**src/rtl/audio_pkg.sv**
```systemverilog
// Shared audio types for the SPI receiver, effect, path controller and DAC driver.
// Samples are signed 16-bit PCM; the path FSM states live here.
package audio_pkg;
  typedef logic signed [15:0] sample_t;
  typedef enum logic [1:0] {IDLE, START, WAIT, SEND} path_state_t;
endpackage

```
**src/rtl/audio_path_ctrl.sv**
```systemverilog
// Routes each sample through the effect or a bypass path to the DAC,
// with a one-entry pending slot, saturating drop counter and effect watchdog.
module audio_path_ctrl
  import audio_pkg::*;
#(
  parameter int clock_max   = 25_000_000,
  parameter int EFF_TIMEOUT = 256,
  parameter int DROP_W      = 8
) (
  input  logic              clk_25mhz,
  input  logic              reset,
  input  logic              in_valid,
  input  sample_t           in_sample,
  input  logic              bypass,
  output logic              eff_start,
  output sample_t           eff_sample,
  input  logic              eff_done,
  input  sample_t           eff_result,
  output logic              dac_valid,
  output sample_t           dac_sample,
  input  logic              dac_ready,
  output logic              busy,
  output logic [DROP_W-1:0] drop_count,
  output logic              timeout_flag
);

  localparam int TW = $clog2(EFF_TIMEOUT) + 1;
  localparam logic [TW-1:0] T_LAST = TW'(EFF_TIMEOUT - 1);

  if (clock_max <= 0 || EFF_TIMEOUT < 2) begin : g_bad_param
    $error("audio_path_ctrl: bad clock_max or EFF_TIMEOUT");
  end

  path_state_t       state_q;
  sample_t           work_q;
  sample_t           pend_q;
  logic              pend_byp_q;
  logic              pend_vld_q;
  logic [TW-1:0]     timer_q;
  logic [DROP_W-1:0] drop_q;
  logic              tflag_q;
  logic              eff_start_q;
  logic              dac_valid_q;

  always_ff @(posedge clk_25mhz or posedge reset) begin
    if (reset) begin
      state_q     <= IDLE;
      work_q      <= '0;
      pend_q      <= '0;
      pend_byp_q  <= 1'b0;
      pend_vld_q  <= 1'b0;
      timer_q     <= '0;
      drop_q      <= '0;
      tflag_q     <= 1'b0;
      eff_start_q <= 1'b0;
      dac_valid_q <= 1'b0;
    end else begin
      eff_start_q <= 1'b0;
      // Arrivals while a sample is in flight go to pending or are dropped
      if (in_valid && state_q != IDLE) begin
        if (!pend_vld_q) begin
          pend_q     <= in_sample;
          pend_byp_q <= bypass;
          pend_vld_q <= 1'b1;
        end else if (drop_q != '1) begin
          drop_q <= drop_q + 1'b1;
        end
      end
      unique case (state_q)
        IDLE: begin
          if (pend_vld_q) begin
            work_q     <= pend_q;
            pend_vld_q <= in_valid;
            if (in_valid) begin
              pend_q     <= in_sample;
              pend_byp_q <= bypass;
            end
            if (pend_byp_q) begin
              state_q     <= SEND;
              dac_valid_q <= 1'b1;
            end else begin
              state_q     <= START;
              eff_start_q <= 1'b1;
            end
          end else if (in_valid) begin
            work_q <= in_sample;
            if (bypass) begin
              state_q     <= SEND;
              dac_valid_q <= 1'b1;
            end else begin
              state_q     <= START;
              eff_start_q <= 1'b1;
            end
          end
        end
        START: begin
          timer_q <= '0;
          state_q <= WAIT;
        end
        WAIT: begin
          timer_q <= timer_q + 1'b1;
          if (eff_done) begin
            work_q      <= eff_result;
            state_q     <= SEND;
            dac_valid_q <= 1'b1;
          end else if (timer_q == T_LAST) begin
            tflag_q     <= 1'b1;
            state_q     <= SEND;
            dac_valid_q <= 1'b1;
          end
        end
        SEND: begin
          if (dac_ready) begin
            dac_valid_q <= 1'b0;
            state_q     <= IDLE;
          end
        end
        default: state_q <= IDLE;
      endcase
    end
  end

  assign eff_start    = eff_start_q;
  assign eff_sample   = work_q;
  assign dac_valid    = dac_valid_q;
  assign dac_sample   = work_q;
  assign busy         = (state_q != IDLE);
  assign drop_count   = drop_q;
  assign timeout_flag = tflag_q;

endmodule
```
**config.mk**
```make
export PLATFORM = sky130hd
export DESIGN_NAME = audio_path_ctrl
export DESIGN_NICKNAME = d
export VERILOG_FILES = /design/src/rtl/audio_pkg.sv /design/src/rtl/audio_path_ctrl.sv
export SDC_FILE = /design/constraint.sdc
export NUM_CORES = 1
export LEC_CHECK = 0
export CAP_MARGIN = 30
export CELL_PAD_IN_SITES_DETAIL_PLACEMENT = 0
export CELL_PAD_IN_SITES_GLOBAL_PLACEMENT = 1
export CORE_AREA = 5 5 98 100
export CTS_CLUSTER_DIAMETER = 120
export DETAILED_ROUTE_END_ITERATION = 10
export DIE_AREA = 0 0 103 105
export PLACE_DENSITY = 0.84
export SETUP_SLACK_MARGIN = 0.4
export SLEW_MARGIN = 40
export SYNTH_ARGS = -nofsm -noshare
export SYNTH_HDL_FRONTEND = slang
export SYNTH_SLANG_ARGS = --single-unit
```
**constraint.sdc**
```tcl
create_clock -name clk_25mhz -period 2.6 [get_ports clk_25mhz]
set_clock_uncertainty 0.2 [all_clocks]
set_input_delay 0.39 -clock clk_25mhz [delete_from_list [all_inputs] [get_ports clk_25mhz]]
set_output_delay 0.39 -clock clk_25mhz [all_outputs]
set_load 0.03 [all_outputs]
```
-- Word level (Yosys, flattened, before mapping)
Cells that the tools add are included.
- bitwise gates (word level): 1
- multiplexer cells: 39
- eq/ne operators: 11
- $add $sub $neg: 2
- reductions and logical operators: 11
- operators with widths (cell ; number):
    two-way mux 16 bit ; 8
    one-hot mux 16 bit (2 select lines) ; 1
    two-way mux 1 bit ; 20
    one-hot mux 9 bit (2 select lines) ; 1
    two-way mux 2 bit ; 7
    != test 3 bit (second input constant) ; 4
    AND reduction 3 bit ; 4
    adder 9 x 1 -> 9 bit (second input constant) ; 1
    equality test 9 x 8 -> 1 bit (second input constant) ; 1
    adder 8 x 1 -> 8 bit (second input constant) ; 1
    != test 8 bit (second input constant) ; 1
    one-hot mux 2 bit (4 select lines) ; 1
    AND reduction 6 bit ; 1
    nonzero test 2 bit ; 3
    equality test 2 bit (second input constant) ; 2
    != test 2 bit (second input constant) ; 2
    one-hot mux 1 bit (3 select lines) ; 1
    nonzero test 3 bit ; 1
    equality test 2 x 1 -> 1 bit (second input constant) ; 1
    logical NOT 2 bit ; 1
    logical AND 1 bit ; 1
    NOT 1 bit ; 1
- register bits after elaboration: 56
- bits of input ports: 38
- logic and storage cells: 74
- output and inout bits: 44

-- Logic depth before layout (Yosys ltp)
- depth after elaboration: 6
- mapped depth: 8
- gate-level depth less buffers: 8

-- Worst setup path after synthesis
OpenSTA, ideal clock, no wires.
- path kind: flip-flop to flip-flop
- start point: register timer_q[0]
- end point: register state_q[1]
- data arrival time: 1871 ps
- period minus slack after synthesis: 2196 ps
- library setup time: 125 ps
- slack: 404 ps
- data required time: 2275 ps
- path buffers: 0
- cell stages (with the launch flop): 9
- path through: dfrtp_1 ha_1 nand3_1 or2_2 nor2_1 ha_1 nor3b_1 nor3_1 mux2_2
- cells in the longest elaborated chain, start to end: 3
- RTL lines (element ; line ; text):
    start, declared ; audio_path_ctrl.sv:39 ; logic [TW-1:0] timer_q;
    start signal, assigned ; audio_path_ctrl.sv:101 ; timer_q <= timer_q + 1'b1;
    equality test 9 x 8 -> 1 bit ; audio_path_ctrl.sv:106 ; end else if (timer_q == T_LAST) begin
    != test 3 bit (no line) ; - ;
    AND reduction 3 bit (no line) ; - ;
    end signal, assigned ; audio_path_ctrl.sv:104 ; state_q <= SEND;
    end signal, assigned ; audio_path_ctrl.sv:108 ; state_q <= SEND;
    end signal, assigned ; audio_path_ctrl.sv:115 ; state_q <= IDLE;
    end, declared ; audio_path_ctrl.sv:34 ; path_state_t state_q;
No other way between the ends.
A chain may end at the register's enable or synchronous reset.

-- Worst setup path after layout
Ends and elaborated chain as after synthesis.

==> out/results.tsv <==
metric	value	unit
Critical Path Start Type	register	
WL/cell	14.9	um
worst-skew pair later-pin latency	0.30	ns
drt total wl	6690	um
Via Count	2223	
CTS Root Cell	clkbuf_8	
IO Count	82	
Non-Filler Cell Area, Final	4000	um^2
share of cells above drive strength 1	21.8	%
Post-Syn Instances	268	
largest net degree at the start of global routing	38	
Leakage	1.72	nW
filler cell count	783	
vias in the first global route	2418	
post-synthesis cell type count	50	
worst r2r src	timer_q[0]	
Final Hold Viols	0	
critical path cell sequence	ha_2 > nand3_2 > or2_4 > nor2_2 > ha_2 > nor3b_1 > nor3_2 > mux2_2	
mux cell area share after synthesis	21.1	%
Num Clock Sinks	56	
Hold Crit Class	input pin to async pin	
Setup CP Type	register to register	
Clock transition at path regs	0.10	ns
CP Buf/Inv Count	0	
Adder-Cell Fraction of Synth Area	2.82	%
ys flop type	dfrtp_1	
Max VDD drop	588	uV
final setup vio count	0	
ANT cells	0	
largest family of logic cells by synthesized area	multiplexers	
synth warn	0	
vias per cell	4.96	
syn_nets	312	
Post-synth EDFFs	0	
Initial Utilization	35.1	%
post-synthesis compound-gate area fraction	8.99	%
register-to-register setup slack	0.49	ns
CTS Hold Bufs	0	
commonest non-fill, non-tap cell in the layout	clkdlybuf4s50_1	
CTS tree	yes	
core area	8590	um^2
Cell Pwr Density	1350	nW/um^2
PortBufs	81	
initial antenna violation count	0	
Die ar.	10800	um^2
crit path time final	2.11	ns
DR iter-0 viols	75	
Overflow after GRT	0	
setup_tns	0	ns
Crit Path Max Fanout	3	
Synth Area in Simple Gates	11.6	%
All-Layer GR Usage	12.8	%
FMAX	473	MHz
crit end category	register	
Worst Path Required	2.59	ns
most used cell, CP	ha_2	
#FFs+latches synth	56	
fin. max-slew vios	0	
crit-path leading delay family	simple AND/OR/NAND/NOR gates	
dpl cell area	3830	um^2
Routed Antenna Nets	0	
status	finished clean	
slew margin rel.	65.3	%
nets	383	
terminus of the critical flop-to-flop path	state_q[1]	
highest-count cells in the layout ignoring fill and taps	80 x clkdlybuf4s50_1, 56 x dfrtp_1, 28 x mux2_2	
area delta synth->final	32.5	%
Crit path arrival time	2.11	ns
register area share after synthesis	46.4	%
htree depth	2	
Pre-antenna DRT Iters	6	
DRC Markers	0	
Die X	103	um
standard-cell rows	34	
hold slack	0.218	ns
first-pass GRT wire length	11400	um
synthesized area per cell	11.3	um^2
worst reg-to-reg path cell count	8	
Max Cap Viol	0	
xor/xnor share of the synthesized area	1.16	%
Longest Clk Path Bufs	2	
Tcrit/Tclk final	81.3	%
DP HPWL	4830	um
CP peak stage delay	0.37	ns
ys async rst share	100	%
worst-margin pin slew	0.521	ns
Critical Path Slowest Stage Cell	dfrtp_1	
Syn Std Cell Area	3020	um^2
RSZ-0062 raised after global routing	yes	
Die Ht	105	um
routability congestion estimate	0.819	
number of CTS-inserted buffers	5	
worst max-delay path by stage:
stage	start	endpoint	slack [ns]	cells after the start
after global placement	timer_q[0]	state_q[1]	0.30	8
after global routing	timer_q[0]	dac_valid	0.39	8
final	timer_q[0]	state_q[1]	0.49	8
after floorplan	timer_q[0]	state_q[1]	0.40	8
after CTS	state_q[0]	busy	0.42	4
after detailed placement	timer_q[0]	state_q[1]	0.24	8
layout make-up:
cell class	count	area, um^2	share of cell area [%]
Sequential cell	56	1400	35.0
Inverter	11	41.3	1.03
Tap cell	108	135	3.38
Clock buffer	7	86.3	2.16
Timing Repair Buffer	92	910	22.7
Clock inverter	1	7.51	0.188
Multi-Input combinational cell	173	1420	35.5
worst reg2reg max path: cells and delay by family (launching register included):
| family | cells | cell delay [ns] |
|---|---|---|
| fa+ha+maj | 2 | 0.38 |
| flops | 1 | 0.37 |
| simple gates | 5 | 0.70 |
| mux | 1 | 0.37 |
cell usage after synthesis (2+ instances only):
cell type  count  area (um^2)
a31oi_1        3         18.8
or2_2          2         12.5
nor3b_1        2         15.0
inv_2          2         7.51
buf_4         16          120
o22ai_1        2         12.5
nand2b_1       3         18.8
nand3_1        6         30.0
nand4_1        4         25.0
clkbuf_1       3         11.3
buf_2          7         35.0
ha_1           6         75.1
mux2_2        28          315
and3_1         2         12.5
xnor2_1        3         26.3
nor2b_1        5         31.3
nor3_1         3         15.0
o21ai_0       22          110
mux2i_1       17          170
nand2_1       24         90.1
dfrtp_1       56         1400
inv_1          9         33.8
mux2_4        10          150
a21oi_1        4         20.0
nor2_1         4         15.0
what timing repair did:
action | in CTS | in global routing
setup endpoints to repair | 3 | 4
setup buffers | 4 | 0
gates cloned | 0 | 0
resized for setup | 7 | 6
pin swaps | 2 | 3
registers in the layout (all words and copies together) (netlist names), 2 cells and up:
| name | cells |
|---|---|
| timer_q | 9 |
| state_q | 2 |
| pend_q | 16 |
| dac_sample | 16 |
| drop_count | 8 |
metal layers:
metal,vias to the layer above,GRT usage [%],share of wire (%),wire length [um]
met5,-,0,0,0
met4,0,2.59,0.25,17
met3,4,2.93,5.6,373
met2,59,21.7,50,3350
met1,1090,16.4,44,2950
li1,1070,-,-,-
kinds of logic after synthesis:
family / after synthesis
and+or+nand+nor: 65
DFF: 56
muxes: 55
AOI/OAI and AO/OA: 42
buffers and inverters: 39
adders and majority gates: 7
xor gates and xnor gates: 4
power breakdown:
part | internal [mW] | leakage [nW] | switching, mW
sequential | 1.25 | 0.691 | 0.296
combinational | 1.66 | 0.985 | 1.69
clock | 0.217 | 0.0445 | 0.280
per-stage QoR:
stage                     util [%]  total power, mW  setup slack [ns]  std cells
after global placement        44.6             4.76             0.304        436
after floorplan                  -             3.97             0.404        268
after global routing          46.6             5.78             0.386        448
after CTS                     46.2             5.40             0.416        448
final                         46.6             5.39             0.486        448
after detailed placement      44.6             4.85             0.237        436
No activity file was read; power rests on OpenSTA's default activity.
